==> src/rtl/apb_regspace_bridge_if.sv <==
// rtl/apb_regspace_bridge_if.sv - APB4 slave bus plus register-space rreq/rack/wreq channels
interface apb_regspace_bridge_if #(
    parameter int ADDR_W = 16,
    parameter int DATA_W = 32
);
    localparam int STRB_W = DATA_W / 8;

    logic [ADDR_W-1:0] p_addr;
    logic [2:0]        p_prot;
    logic              p_sel;
    logic              p_enable;
    logic              p_write;
    logic [DATA_W-1:0] p_wdata;
    logic [STRB_W-1:0] p_strb;
    logic              p_ready;
    logic [DATA_W-1:0] p_rdata;
    logic              p_slverr;

    logic [ADDR_W-1:0] rreq_addr;
    logic              rreq_vld;
    logic              rreq_rdy;
    logic [DATA_W-1:0] rack_data;
    logic              rack_err;
    logic              rack_vld;
    logic              rack_rdy;
    logic [ADDR_W-1:0] wreq_addr;
    logic [DATA_W-1:0] wreq_data;
    logic [STRB_W-1:0] wreq_strb;
    logic              wreq_vld;
    logic              wreq_rdy;

    // Bridge view: APB slave upstream, register-space requester downstream
    modport slave (
        input  p_addr, p_prot, p_sel, p_enable, p_write, p_wdata, p_strb,
        output p_ready, p_rdata, p_slverr,
        output rreq_addr, rreq_vld, input rreq_rdy,
        input  rack_data, rack_err, rack_vld, output rack_rdy,
        output wreq_addr, wreq_data, wreq_strb, wreq_vld, input wreq_rdy
    );

    modport master (
        output p_addr, p_prot, p_sel, p_enable, p_write, p_wdata, p_strb,
        input  p_ready, p_rdata, p_slverr,
        input  rreq_addr, rreq_vld, output rreq_rdy,
        output rack_data, rack_err, rack_vld, input rack_rdy,
        input  wreq_addr, wreq_data, wreq_strb, wreq_vld, output wreq_rdy
    );
endinterface

==> src/rtl/apb_regspace_bridge.sv <==
// rtl/apb_regspace_bridge.sv - APB4 slave to register-space request/acknowledge bridge
module apb_regspace_bridge #(
    parameter int          ADDR_W      = 16,
    parameter int          DATA_W      = 32,
    parameter int unsigned BASE_ADDR   = 0,
    parameter int unsigned SPACE_SIZE  = 'h1000,
    parameter int unsigned TIMEOUT_CYC = 256,
    parameter int          SECURE_ONLY = 0
) (
    input logic                  clk,
    input logic                  rst_n,
    apb_regspace_bridge_if.slave bus
);
    localparam int STRB_W  = DATA_W / 8;
    localparam int ALIGN_W = $clog2(STRB_W);
    localparam int CNT_W   = (TIMEOUT_CYC > 1) ? $clog2(TIMEOUT_CYC + 1) : 1;

    typedef enum logic [1:0] {IDLE, REQ, RACK, RESP} state_t;

    state_t            state, state_nxt;
    logic              wr_q;
    logic [ADDR_W-1:0] addr_q;
    logic [DATA_W-1:0] wdata_q;
    logic [STRB_W-1:0] strb_q;
    logic [CNT_W-1:0]  cnt_q;
    logic              p_ready_q;
    logic              p_slverr_q;
    logic [DATA_W-1:0] p_rdata_q;

    logic              setup;
    logic              addr_err;
    logic              expired;
    logic              req_hs;
    logic              resp_go;
    logic              resp_err;
    logic [DATA_W-1:0] resp_data;
    logic [DATA_W-1:0] wdata_masked;
    logic [ADDR_W:0]   off_ext;

    assign setup = bus.p_sel & ~bus.p_enable;

    // One extra bit makes addresses below the base wrap above the window
    assign off_ext  = {1'b0, bus.p_addr} - (ADDR_W + 1)'(BASE_ADDR);
    assign addr_err = (off_ext >= (ADDR_W + 1)'(SPACE_SIZE))
                   || (bus.p_addr[ALIGN_W-1:0] != '0)
                   || ((SECURE_ONLY != 0) && bus.p_prot[1]);

    always_comb begin
        wdata_masked = '0;
        for (int i = 0; i < STRB_W; i++) begin
            wdata_masked[8*i +: 8] = bus.p_wdata[8*i +: 8] & {8{bus.p_strb[i]}};
        end
    end

    // Counter keeps running from REQ into RACK, so it can pass TIMEOUT_CYC-1
    assign expired = (TIMEOUT_CYC != 0) && (32'(cnt_q) >= TIMEOUT_CYC - 1);
    assign req_hs  = wr_q ? bus.wreq_rdy : bus.rreq_rdy;

    always_ff @(posedge clk or negedge rst_n) begin
        if (!rst_n) begin
            state <= IDLE;
        end else begin
            state <= state_nxt;
        end
    end

    always_comb begin
        state_nxt = state;
        resp_go   = 1'b0;
        resp_err  = 1'b0;
        resp_data = '0;
        case (state)
            IDLE: begin
                if (setup) begin
                    if (addr_err) begin
                        state_nxt = RESP;
                        resp_go   = 1'b1;
                        resp_err  = 1'b1;
                    end else begin
                        state_nxt = REQ;
                    end
                end
            end
            REQ: begin
                if (req_hs) begin
                    if (wr_q) begin
                        state_nxt = RESP;
                        resp_go   = 1'b1;
                    end else begin
                        state_nxt = RACK;
                    end
                end else if (expired) begin
                    state_nxt = RESP;
                    resp_go   = 1'b1;
                    resp_err  = 1'b1;
                end
            end
            RACK: begin
                if (bus.rack_vld) begin
                    state_nxt = RESP;
                    resp_go   = 1'b1;
                    resp_err  = bus.rack_err;
                    resp_data = bus.rack_err ? '0 : bus.rack_data;
                end else if (expired) begin
                    state_nxt = RESP;
                    resp_go   = 1'b1;
                    resp_err  = 1'b1;
                end
            end
            RESP: begin
                state_nxt = IDLE;
            end
            default: begin
                state_nxt = IDLE;
            end
        endcase
    end

    always_ff @(posedge clk or negedge rst_n) begin
        if (!rst_n) begin
            wr_q       <= 1'b0;
            addr_q     <= '0;
            wdata_q    <= '0;
            strb_q     <= '0;
            cnt_q      <= '0;
            p_ready_q  <= 1'b0;
            p_slverr_q <= 1'b0;
            p_rdata_q  <= '0;
        end else begin
            p_ready_q  <= resp_go;
            p_slverr_q <= resp_err;
            p_rdata_q  <= resp_data;
            if (state == IDLE && setup) begin
                wr_q    <= bus.p_write;
                addr_q  <= off_ext[ADDR_W-1:0];
                wdata_q <= bus.p_write ? wdata_masked : '0;
                strb_q  <= bus.p_write ? bus.p_strb : '0;
            end
            if (state == IDLE && state_nxt == REQ) begin
                cnt_q <= '0;
            end else if (state == REQ || state == RACK) begin
                cnt_q <= cnt_q + CNT_W'(1);
            end
        end
    end

    assign bus.p_ready   = p_ready_q;
    assign bus.p_slverr  = p_slverr_q;
    assign bus.p_rdata   = p_rdata_q;
    assign bus.rreq_addr = addr_q;
    assign bus.rreq_vld  = (state == REQ) & ~wr_q;
    assign bus.rack_rdy  = (state == RACK);
    assign bus.wreq_addr = addr_q;
    assign bus.wreq_data = wdata_q;
    assign bus.wreq_strb = strb_q;
    assign bus.wreq_vld  = (state == REQ) & wr_q;
endmodule

==> src/flat_wrapper.sv <==
// flat-port wrapper written by rule: the top's interface ports become plain ports
module apb_regspace_bridge_flat 
#(
    parameter int          ADDR_W      = 16,
    parameter int          DATA_W      = 32,
    parameter int unsigned BASE_ADDR   = 0,
    parameter int unsigned SPACE_SIZE  = 'h1000,
    parameter int unsigned TIMEOUT_CYC = 256,
    parameter int          SECURE_ONLY = 0
)
  (clk, rst_n, bus_p_addr, bus_p_prot, bus_p_sel, bus_p_enable, bus_p_write, bus_p_wdata, bus_p_strb, bus_p_ready, bus_p_rdata, bus_p_slverr, bus_rreq_addr, bus_rreq_vld, bus_rreq_rdy, bus_rack_data, bus_rack_err, bus_rack_vld, bus_rack_rdy, bus_wreq_addr, bus_wreq_data, bus_wreq_strb, bus_wreq_vld, bus_wreq_rdy);
  apb_regspace_bridge_if #(.ADDR_W(ADDR_W), .DATA_W(DATA_W)) bus_i ();
  input logic clk;
  input logic rst_n;
  input wire logic [$bits(bus_i.p_addr)-1:0] bus_p_addr;
  input wire logic [$bits(bus_i.p_prot)-1:0] bus_p_prot;
  input wire logic [$bits(bus_i.p_sel)-1:0] bus_p_sel;
  input wire logic [$bits(bus_i.p_enable)-1:0] bus_p_enable;
  input wire logic [$bits(bus_i.p_write)-1:0] bus_p_write;
  input wire logic [$bits(bus_i.p_wdata)-1:0] bus_p_wdata;
  input wire logic [$bits(bus_i.p_strb)-1:0] bus_p_strb;
  output wire logic [$bits(bus_i.p_ready)-1:0] bus_p_ready;
  output wire logic [$bits(bus_i.p_rdata)-1:0] bus_p_rdata;
  output wire logic [$bits(bus_i.p_slverr)-1:0] bus_p_slverr;
  output wire logic [$bits(bus_i.rreq_addr)-1:0] bus_rreq_addr;
  output wire logic [$bits(bus_i.rreq_vld)-1:0] bus_rreq_vld;
  input wire logic [$bits(bus_i.rreq_rdy)-1:0] bus_rreq_rdy;
  input wire logic [$bits(bus_i.rack_data)-1:0] bus_rack_data;
  input wire logic [$bits(bus_i.rack_err)-1:0] bus_rack_err;
  input wire logic [$bits(bus_i.rack_vld)-1:0] bus_rack_vld;
  output wire logic [$bits(bus_i.rack_rdy)-1:0] bus_rack_rdy;
  output wire logic [$bits(bus_i.wreq_addr)-1:0] bus_wreq_addr;
  output wire logic [$bits(bus_i.wreq_data)-1:0] bus_wreq_data;
  output wire logic [$bits(bus_i.wreq_strb)-1:0] bus_wreq_strb;
  output wire logic [$bits(bus_i.wreq_vld)-1:0] bus_wreq_vld;
  input wire logic [$bits(bus_i.wreq_rdy)-1:0] bus_wreq_rdy;
  assign bus_i.p_addr = bus_p_addr;
  assign bus_i.p_prot = bus_p_prot;
  assign bus_i.p_sel = bus_p_sel;
  assign bus_i.p_enable = bus_p_enable;
  assign bus_i.p_write = bus_p_write;
  assign bus_i.p_wdata = bus_p_wdata;
  assign bus_i.p_strb = bus_p_strb;
  assign bus_p_ready = bus_i.p_ready;
  assign bus_p_rdata = bus_i.p_rdata;
  assign bus_p_slverr = bus_i.p_slverr;
  assign bus_rreq_addr = bus_i.rreq_addr;
  assign bus_rreq_vld = bus_i.rreq_vld;
  assign bus_i.rreq_rdy = bus_rreq_rdy;
  assign bus_i.rack_data = bus_rack_data;
  assign bus_i.rack_err = bus_rack_err;
  assign bus_i.rack_vld = bus_rack_vld;
  assign bus_rack_rdy = bus_i.rack_rdy;
  assign bus_wreq_addr = bus_i.wreq_addr;
  assign bus_wreq_data = bus_i.wreq_data;
  assign bus_wreq_strb = bus_i.wreq_strb;
  assign bus_wreq_vld = bus_i.wreq_vld;
  assign bus_i.wreq_rdy = bus_wreq_rdy;
  apb_regspace_bridge #(.ADDR_W(ADDR_W), .DATA_W(DATA_W), .BASE_ADDR(BASE_ADDR), .SPACE_SIZE(SPACE_SIZE), .TIMEOUT_CYC(TIMEOUT_CYC), .SECURE_ONLY(SECURE_ONLY)) u_core (.clk(clk), .rst_n(rst_n), .bus(bus_i));
endmodule
==> config.mk <==
export PLATFORM = sky130hd
export DESIGN_NAME = apb_regspace_bridge_flat
export DESIGN_NICKNAME = d
export VERILOG_FILES = /design/src/rtl/apb_regspace_bridge_if.sv /design/src/rtl/apb_regspace_bridge.sv /design/src/flat_wrapper.sv
export SDC_FILE = /design/constraint.sdc
export NUM_CORES = 1
export LEC_CHECK = 0
export CAP_MARGIN = 25
export CORE_AREA = 5 5 113 104
export DETAILED_ROUTE_END_ITERATION = 6
export DIE_AREA = 0 0 118 109
export PLACE_DENSITY = 0.89
export SLEW_MARGIN = 20
export SYNTH_ARGS = -nofsm -noshare
export SYNTH_HDL_FRONTEND = slang
export SYNTH_SLANG_ARGS = --single-unit
==> constraint.sdc <==
create_clock -name clk -period 2.9 [get_ports clk]
set_input_delay 0.58 -clock clk [delete_from_list [all_inputs] [get_ports clk]]
set_output_delay 0.58 -clock clk [all_outputs]
set_load 0.05 [all_outputs]
# Word level (Yosys, flattened, before mapping)
# Index checks and enable logic that the tools add are counted.
# word_totals
reg_bits	98
elab_cells	57
# op_classes
add_sub_neg	1
order_cmp	2
n_eq_ne	4
muxes	25
bitwise_logic	9
n_reduce_logical	7
# op_table
cell	n
32-bit 2-to-1 mux	4
8-bit bitwise AND	4
9-bit 2-to-1 mux	2
16-bit by 13-bit >= comparator with 1-bit output, second input constant	1
1-bit 2-to-1 mux	10
2-bit 2-to-1 mux	5
9-bit by 1-bit adder with 9-bit output, second input constant	1
9-bit by 8-bit >= comparator with 1-bit output, second input constant	1
2-bit case mux with 4 select lines	1
1-bit case mux with 3 select lines	2
2-bit by 1-bit equality test with 1-bit output, second input constant	2
2-bit equality test, second input constant	2
4-bit 2-to-1 mux	1
2-bit nonzero test	2
1-bit bitwise AND	3
1-bit logical AND	2
2-bit zero test	1
1-bit logical OR	2
1-bit inverter	2

# Longest topological paths before layout
# Gate-level depths: netlist of the first run.
# depth
ltp_word	8
depth_mapped	9
depth_no_buf	9

# Worst setup path after synthesis of the first run
# No wires, ideal clock.
# synth_timing
kind	register to register
start	register u_core.cnt_q[0]
end	register u_core.cnt_q[8]
setup_ps	149
arrival_ps	2133
slack_ps	618
stages_incl_launch_ff	10
n_path_buf	0
period_less_slack_ps	2282
cell_sequence	dfrtp_1 > ha_1 > nand3_1 > nor2_1 > ha_1 > nor2_4 > o21ai_0 > o311a_1 > a2111oi_4 > a211oi_1
# synth_via
elab_chain_cells	7
# synth_lines
element	line_no	source
start: declaration	apb_regspace_bridge.sv:25	logic [CNT_W-1:0] cnt_q;
start signal: assignment	apb_regspace_bridge.sv:142	cnt_q <= cnt_q + CNT_W'(1);
9-bit by 8-bit >= comparator with 1-bit output	apb_regspace_bridge.sv:56	assign expired = (TIMEOUT_CYC != 0) && (32'(cnt_q) >= TIMEOUT_CYC - 1);
2-bit 2-to-1 mux	apb_regspace_bridge.sv:92, apb_regspace_bridge.sv:104	
2-bit 2-to-1 mux, on equally long branches	apb_regspace_bridge.sv:99, apb_regspace_bridge.sv:85	
2-bit case mux with 4 select lines	apb_regspace_bridge.sv:72	case (state)
2-bit by 1-bit equality test with 1-bit output	apb_regspace_bridge.sv:139	if (state == IDLE && state_nxt == REQ) begin
1-bit logical AND	apb_regspace_bridge.sv:139	
9-bit 2-to-1 mux or 2-bit nonzero test (tied branches)	--	
# Several ways; a longest one is shown, not always the timed one. The select of a mux whose other input is x is not followed.
# A chain may end at the register's enable or synchronous reset.

# Final worst setup path of the first run
# layout_timing
start	register u_core.state[1]
end	output bus_rreq_vld
# layout_via
elab_chain_cells	2
# layout_lines
element	line_no	source
start: declaration	apb_regspace_bridge.sv:20	state_t state, state_nxt;
start signal: assignment	apb_regspace_bridge.sv:63	state <= state_nxt;
2-bit by 1-bit equality test with 1-bit output	apb_regspace_bridge.sv:151	assign bus.rreq_vld = (state == REQ) & ~wr_q;
1-bit bitwise AND	apb_regspace_bridge.sv:151	
end: declaration	flat_wrapper.sv:26	output wire logic [$bits(bus_i.rreq_vld)-1:0] bus_rreq_vld;
# Every way passes these cells.

==> flow_metrics.tcl, run 1 <==
set metrics [dict create \
    post-cts-setup-buffers 0 \
    fin_setup_tns_ns 0 \
    fin_crit_sh_pct 92.0 \
    clock_skew_ns 0.00786 \
    grt_usage_pct 16.5 \
    cts_buffers 9 \
    startpoint_type "flop" \
    synth_top_area_share_pct 60.3 \
    dpl-instance-area_um2 6070 \
    wl_mm 10.5 \
    die_h_um 109 \
    p_leak_nw 2.77 \
    initial_core_util_pct 38.6 \
    ys_async_sr_fraction_pct 100 \
    p_clk_share_pct 17.4 \
    clk_pin_slew_ns 0.07 \
    synth_edf_count 0 \
    critPathCaptureType "output port" \
    syn_avg_cell_area_um2 11.1 \
    synth_warnings 0 \
    grt_max_degree 87 \
    finish.instance_area_um2 6390 \
    cts_root_buf "clkbuf_16" \
    maxCapViolCount 0 \
    syn_nets 468 \
    place_inst 665 \
    outcome "finished, final reports clean" \
    die-area_um2 12900 \
    finalPower_mw 7.22 \
    synth_area_leader_cell "dfrtp_1" \
    min_path_type "input port to async pin" \
    ctsHoldBuffers 0 \
    pwr-share-seq_pct 29.4 \
    cp.required_ns 2.32 \
    power_density_nw_per_um2 1130 \
    grt-ovfl-total 0 \
    num_vias 3168 \
    final.fill_count 835 \
    pin_count 201 \
    wl_per_cell_um 15.4 \
    synth_cell_type_count 35 \
    ff_latch_area_um2 2450 \
    vias_per_cell 4.65 \
    core_area_um2 10500 \
    drive_above_1_share_pct 8.94 \
    ys_ff_latch 98 \
    drt_iter0_drc 216 \
    cp.arrival_ns 2.09 \
    cts_buffer_depth 2 \
    drc 0 \
    syn-cell-area_um2 4070 \
    synth_ff_type "dfrtp_1" \
    num_rows 36 \
    cts_tree "built" \
    cts.sinks 98 \
    cpMaxStageDelayCell "clkdlybuf4s50_1" \
    portBuffers 197 \
    hold_viol_final 0 \
    relSlewSlack_pct 60.5 \
    area_delta_synth_final_pct 57.1 \
    synth_most_common_cell "dfrtp_1" \
    nets 646 \
    fin_crit_ns 2.67 \
    multi_input_area_um2 1400 \
    syn_inst 365 \
    clk_latency_ns 0.33 \
    synth.area.top_cells "dfrtp_1, nand2_1, and2_1, mux2_2, o21ai_0" \
    switchingPower_mw 3.31 \
    vdd_drop_max_uv 904 \
    grt_pass1_vias 3304 \
    dp_hpwl_mm 8.20 \
    dr.pass1.iters 4 \
    gp_congestion 0.853 \
    internal-power_mw 3.91 \
    fin_cells 681 \
    die_w_um 118 \
    ctsResizeCount 0 \
    maxSlewViolCount 0 \
    seq_area_frac_synth_pct 60.3 \
    antenna_found_initial 0 \
    setup_violations 0 \
    antenna_cells 0 \
    cp_slowest_stage_delay_ns 0.81 \
    fin_util_pct 60.6 \
    fmaxAchievable_ghz 0.375 \
    route.antenna.remaining_nets 0 \
    path_cells "inv_1 > ha_1 > nor2b_1 > clkdlybuf4s50_1" \
    cts-htree-levels 3 \
    path_max_fanout 6 \
    grt_pass1_wl_mm 17.2 \
    grt_setup_unrepaired "false" \
    synth_common_cells "dfrtp_1, nand2_1, and2_1" \
    criticalPathCategory "flop to output port" \
    worst_pin_slew_ns 0.592 \
    sw_frac_of_total_pct 45.9 \
    pwr-share-comb_pct 53.3 \
]
## through the flow
step | setup WS (ns) | hold slack [ns]
after CTS | 0.229 | 0.269
final | 0.232 | 0.257
after global routing | 0.123 | 0.295
after global placement | 0.150 | 0.463
after floorplan | 0.618 | 0.284
after detailed placement | 0.0840 | 0.470
## per-layer routing
metal / vias to the layer above / routed length (um) / global-route usage (%) / part of all wire (%)
li1: 1535 / - / - / -
met1: 1481 / 4080 / 19.1 / 39
met2: 146 / 5210 / 28.3 / 50
met3: 6 / 1120 / 7.62 / 11
met4: 0 / 72 / 3.69 / 0.69
met5: - / 0 / 0 / 0
## layout make-up
type / instances / area share [%]
clock inverter: 5 / 1.37
inverter: 6 / 0.352
clock buffer: 11 / 3.64
sequential: 98 / 38.4
multi-input combinational: 227 / 22.0
tap: 133 / 2.60
timing repair buffer: 201 / 31.7
## power by group through the flow
stage	Combinational, mW	Sequential (mW)	Clock, mW
3_5_place_dp	3.88	2.15	0
2_1_floorplan	1.46	3.32	0
3_3_place_gp	3.80	2.11	0
6_report	3.85	2.12	1.25
4_1_cts	3.88	2.13	1.30
5_1_grt	4.05	2.18	1.35
## layout by cell type, fill, tap and decap left out, types with 2 or more instances in the layout
cell type / instances
nor3_1: 2
xnor2_1: 3
mux2_2: 21
buf_12: 2
a21oi_1: 3
clkbuf_16: 9
nor2b_1: 2
clkdlybuf4s50_1: 196
inv_1: 6
nor2_1: 14
bufinv_16: 2
dfrtp_1: 98
nand2_1: 69
nand3_1: 4
xor2_1: 4
ha_1: 7
o21ai_0: 37
clkbuf_1: 2
mux2i_1: 2
buf_4: 3
and2_1: 38
nand4_1: 4
## critical path, delay by kind of cell, from the launching register on
family	cells	cell delay, ns
flops	1	0.44
buf+inv	2	0.94
simple gates	1	0.15
fa+ha+maj	1	0.25
## state kept, by name, summed over array words and instances (netlist names)
name,count
u_core.cnt_q,9
u_core.bus.p_rdata,32
u_core.bus.p_slverr,1
u_core.bus.wreq_data,32
u_core.bus.wreq_strb,4
u_core.bus.p_ready,1
u_core.bus.rreq_addr,16
u_core.wr_q,1
u_core.state,2
## logic make-up after synthesis
| family | count (synthesis) | synth area share (%) |
|---|---|---|
| simple gates | 142 | 16.9 |
| flops | 98 | 60.3 |
| compound gates | 48 | 7.60 |
| buf+inv | 40 | 5.26 |
| mux | 23 | 6.31 |
| xor+xnor | 7 | 1.51 |
| fa+ha+maj | 7 | 2.15 |
## worst paths after layout
kind,start,to,slack (ns),cells past startpoint
setup / recovery,u_core.state[1]$_DFF_PN0_,bus_rreq_vld,0.23,4
hold / removal,rst_n,u_core.bus.wreq_data[24]$_DFFE_PN0P_,0.26,1
setup reg to reg,u_core.cnt_q[0]$_DFFE_PN0P_,u_core.cnt_q[8]$_DFFE_PN0P_,0.47,10
hold reg to reg,u_core.bus.wreq_data[5]$_DFFE_PN0P_,u_core.bus.wreq_data[5]$_DFFE_PN0P_,0.48,2
max in group asynchronous,rst_n,u_core.bus.p_rdata[27]$_DFF_PN0_,1.95,2
min in group clk,u_core.bus.wreq_data[5]$_DFFE_PN0P_,u_core.bus.wreq_data[5]$_DFFE_PN0P_,0.48,2
No activity file was read; power rests on OpenSTA's default activity.
==> run 2, diff against run 1 <==
Settings changed: CORE_AREA 5 5 113 104 to 2 2 110 101, CTS_CLUSTER_DIAMETER from default to 120, DIE_AREA 0 0 118 109 to 0 0 112 103.
==> run 2 against run 1 <==
  * Cell count did not move
  * Core utilization is 0.25 points lower
  * Critical path type unchanged
  * Highest routed layer unchanged
  * Non-clock buffer count unchanged
  * Largest cell class unchanged
==> flow_metrics.tcl, run 2 (synthesis gave the netlist of run 1 again) <==
set metrics [dict create \
    grt_pass1_vias 3144 \
    p_leak_nw 2.76 \
    startpoint_type "flop" \
    grt-ovfl-total 0 \
    hold_viol_final 0 \
    ctsHoldBuffers 0 \
    place_inst 665 \
    criticalPathCategory "flop to output port" \
    num_rows 36 \
    dr.pass1.iters 4 \
    min_path_type "input port to async pin" \
    ctsResizeCount 0 \
    rr_startpoint "u_core.cnt_q[0]$_DFFE_PN0P_" \
    r2r_end "u_core.cnt_q[8]$_DFFE_PN0P_" \
    post-cts-setup-buffers 0 \
    cp.arrival_ns 2.12 \
    worst_pin_slew_ns 0.675 \
    dp_hpwl_mm 7.52 \
    drt_iter0_drc 188 \
    cts.sinks 98 \
    cts_tree "built" \
    mostFrequentLayoutCells "clkdlybuf4s50_1, dfrtp_1, nand2_1" \
    fin_crit_sh_pct 93.1 \
    antenna_found_initial 0 \
    crit_end "bus_rreq_vld" \
    relSlewSlack_pct 55.0 \
    drive_above_1_share_pct 9.31 \
    antenna_cells 0 \
    final.fill_count 840 \
    grt_pass1_wl_mm 15.4 \
    portBuffers 197 \
    vdd_drop_max_uv 939 \
    initial_core_util_pct 38.6 \
    core_area_um2 10500 \
    pin_count 201 \
    power_density_nw_per_um2 1120 \
    cts_buffers 9 \
    path_max_fanout 6 \
    fin_util_pct 60.4 \
    outcome "finished, final reports clean" \
    clk_pin_slew_ns 0.06 \
    cp.required_ns 2.32 \
    num_vias 3214 \
    cts_root_buf "clkbuf_16" \
    route.antenna.remaining_nets 0 \
    wl_per_cell_um 14.6 \
    setup_violations 0 \
    fin_setup_tns_ns 0 \
    cts_buffer_depth 2 \
    wl_mm 9.95 \
    rrSetupSlack_ns 0.49 \
    setup_ws_ns 0.199 \
    vias_per_cell 4.72 \
    fmaxAchievable_ghz 0.370 \
    maxCapViolCount 0 \
    critPathCaptureType "output port" \
    grt_setup_unrepaired "false" \
    grt_usage_pct 16.9 \
    die-area_um2 11500 \
    post-place-ws_ns 0.0660 \
    maxSlewViolCount 0 \
    final_common_cell "clkdlybuf4s50_1" \
    grt_max_degree 87 \
    die_w_um 112 \
    fin_crit_ns 2.70 \
    clock_skew_ns 0.00732 \
    die_h_um 103 \
    area_delta_synth_final_pct 56.4 \
    r2r_cells 10 \
    crit_path_start "u_core.state[1]$_DFF_PN0_" \
    clk_latency_ns 0.34 \
    nets 646 \
    drc 0 \
    fin_cells 681 \
    cts-htree-levels 3 \
    gp_congestion 0.807 \
]
-- run 2: cell count changes in the layout (fill, tap and decap cells not counted) --
cell / change
clkinv_2: +3
clkbuf_1: -2
bufinv_16: -1
clkinv_4: -1
clkinvlp_4: +1
inv_6: +1
inv_8: -1
-- run 2: critical path, cell delays in order (launching register included) --
cell and delay [ns]:
dfrtp_1 0.43, inv_1 0.12, ha_1 0.25, nor2b_1 0.16, clkdlybuf4s50_1 0.83
-- run 2: per-layer routing --
metal | wire (um) | global-route usage (%) | up-vias
li1 | - | - | 1542
met1 | 3970 | 20.3 | 1497
met2 | 4810 | 28.3 | 157
met3 | 934 | 5.64 | 18
met4 | 229 | 7.13 | 0
met5 | 0 | 0 | -
-- run 2: final cells by class --
| cell class | instances | area [um2] | area share, % |
|---|---|---|---|
| Clock inverter | 7 | 68.8 | 1.08 |
| Sequential cell | 98 | 2450 | 38.5 |
| Timing Repair Buffer | 201 | 2020 | 31.8 |
| Inverter | 6 | 22.5 | 0.354 |
| Multi-Input combinational cell | 227 | 1400 | 22.1 |
| Tap cell | 133 | 166 | 2.62 |
| Clock buffer | 9 | 225 | 3.54 |
-- run 2: worst min-delay path by stage --
stage / startpoint / to / slack, ns / depth (start not counted)
after CTS: rst_n / u_core.bus.wreq_data[13]$_DFFE_PN0P_ / 0.30 / 1
after detailed placement: u_core.bus.wreq_data[1]$_DFFE_PN0P_ / u_core.bus.wreq_data[1]$_DFFE_PN0P_ / 0.47 / 2
after global routing: rst_n / u_core.bus.wreq_data[13]$_DFFE_PN0P_ / 0.34 / 1
after floorplan: rst_n / u_core.bus.p_rdata[0]$_DFF_PN0_ / 0.28 / 0
after global placement: u_core.bus.wreq_data[7]$_DFFE_PN0P_ / u_core.bus.wreq_data[7]$_DFFE_PN0P_ / 0.46 / 2
final: rst_n / u_core.bus.wreq_data[23]$_DFFE_PN0P_ / 0.27 / 1
-- run 2: through the flow --
step                      power, mW  instance area [um2]  hold slack (ns)
final                          7.11                 6360            0.273
after global routing           7.45                 6360            0.340
after CTS                      7.18                 6360            0.297
after detailed placement       5.99                 6070            0.472
after global placement         5.89                 6070            0.463
after floorplan                4.78                 4070            0.284
-- run 2: power by group --
group	switching [mW]	internal (mW)	total (mW)
Combinational	2.49	1.34	3.83
Sequential	0.308	1.80	2.11
Clock	0.496	0.666	1.16
Total	3.30	3.81	7.11
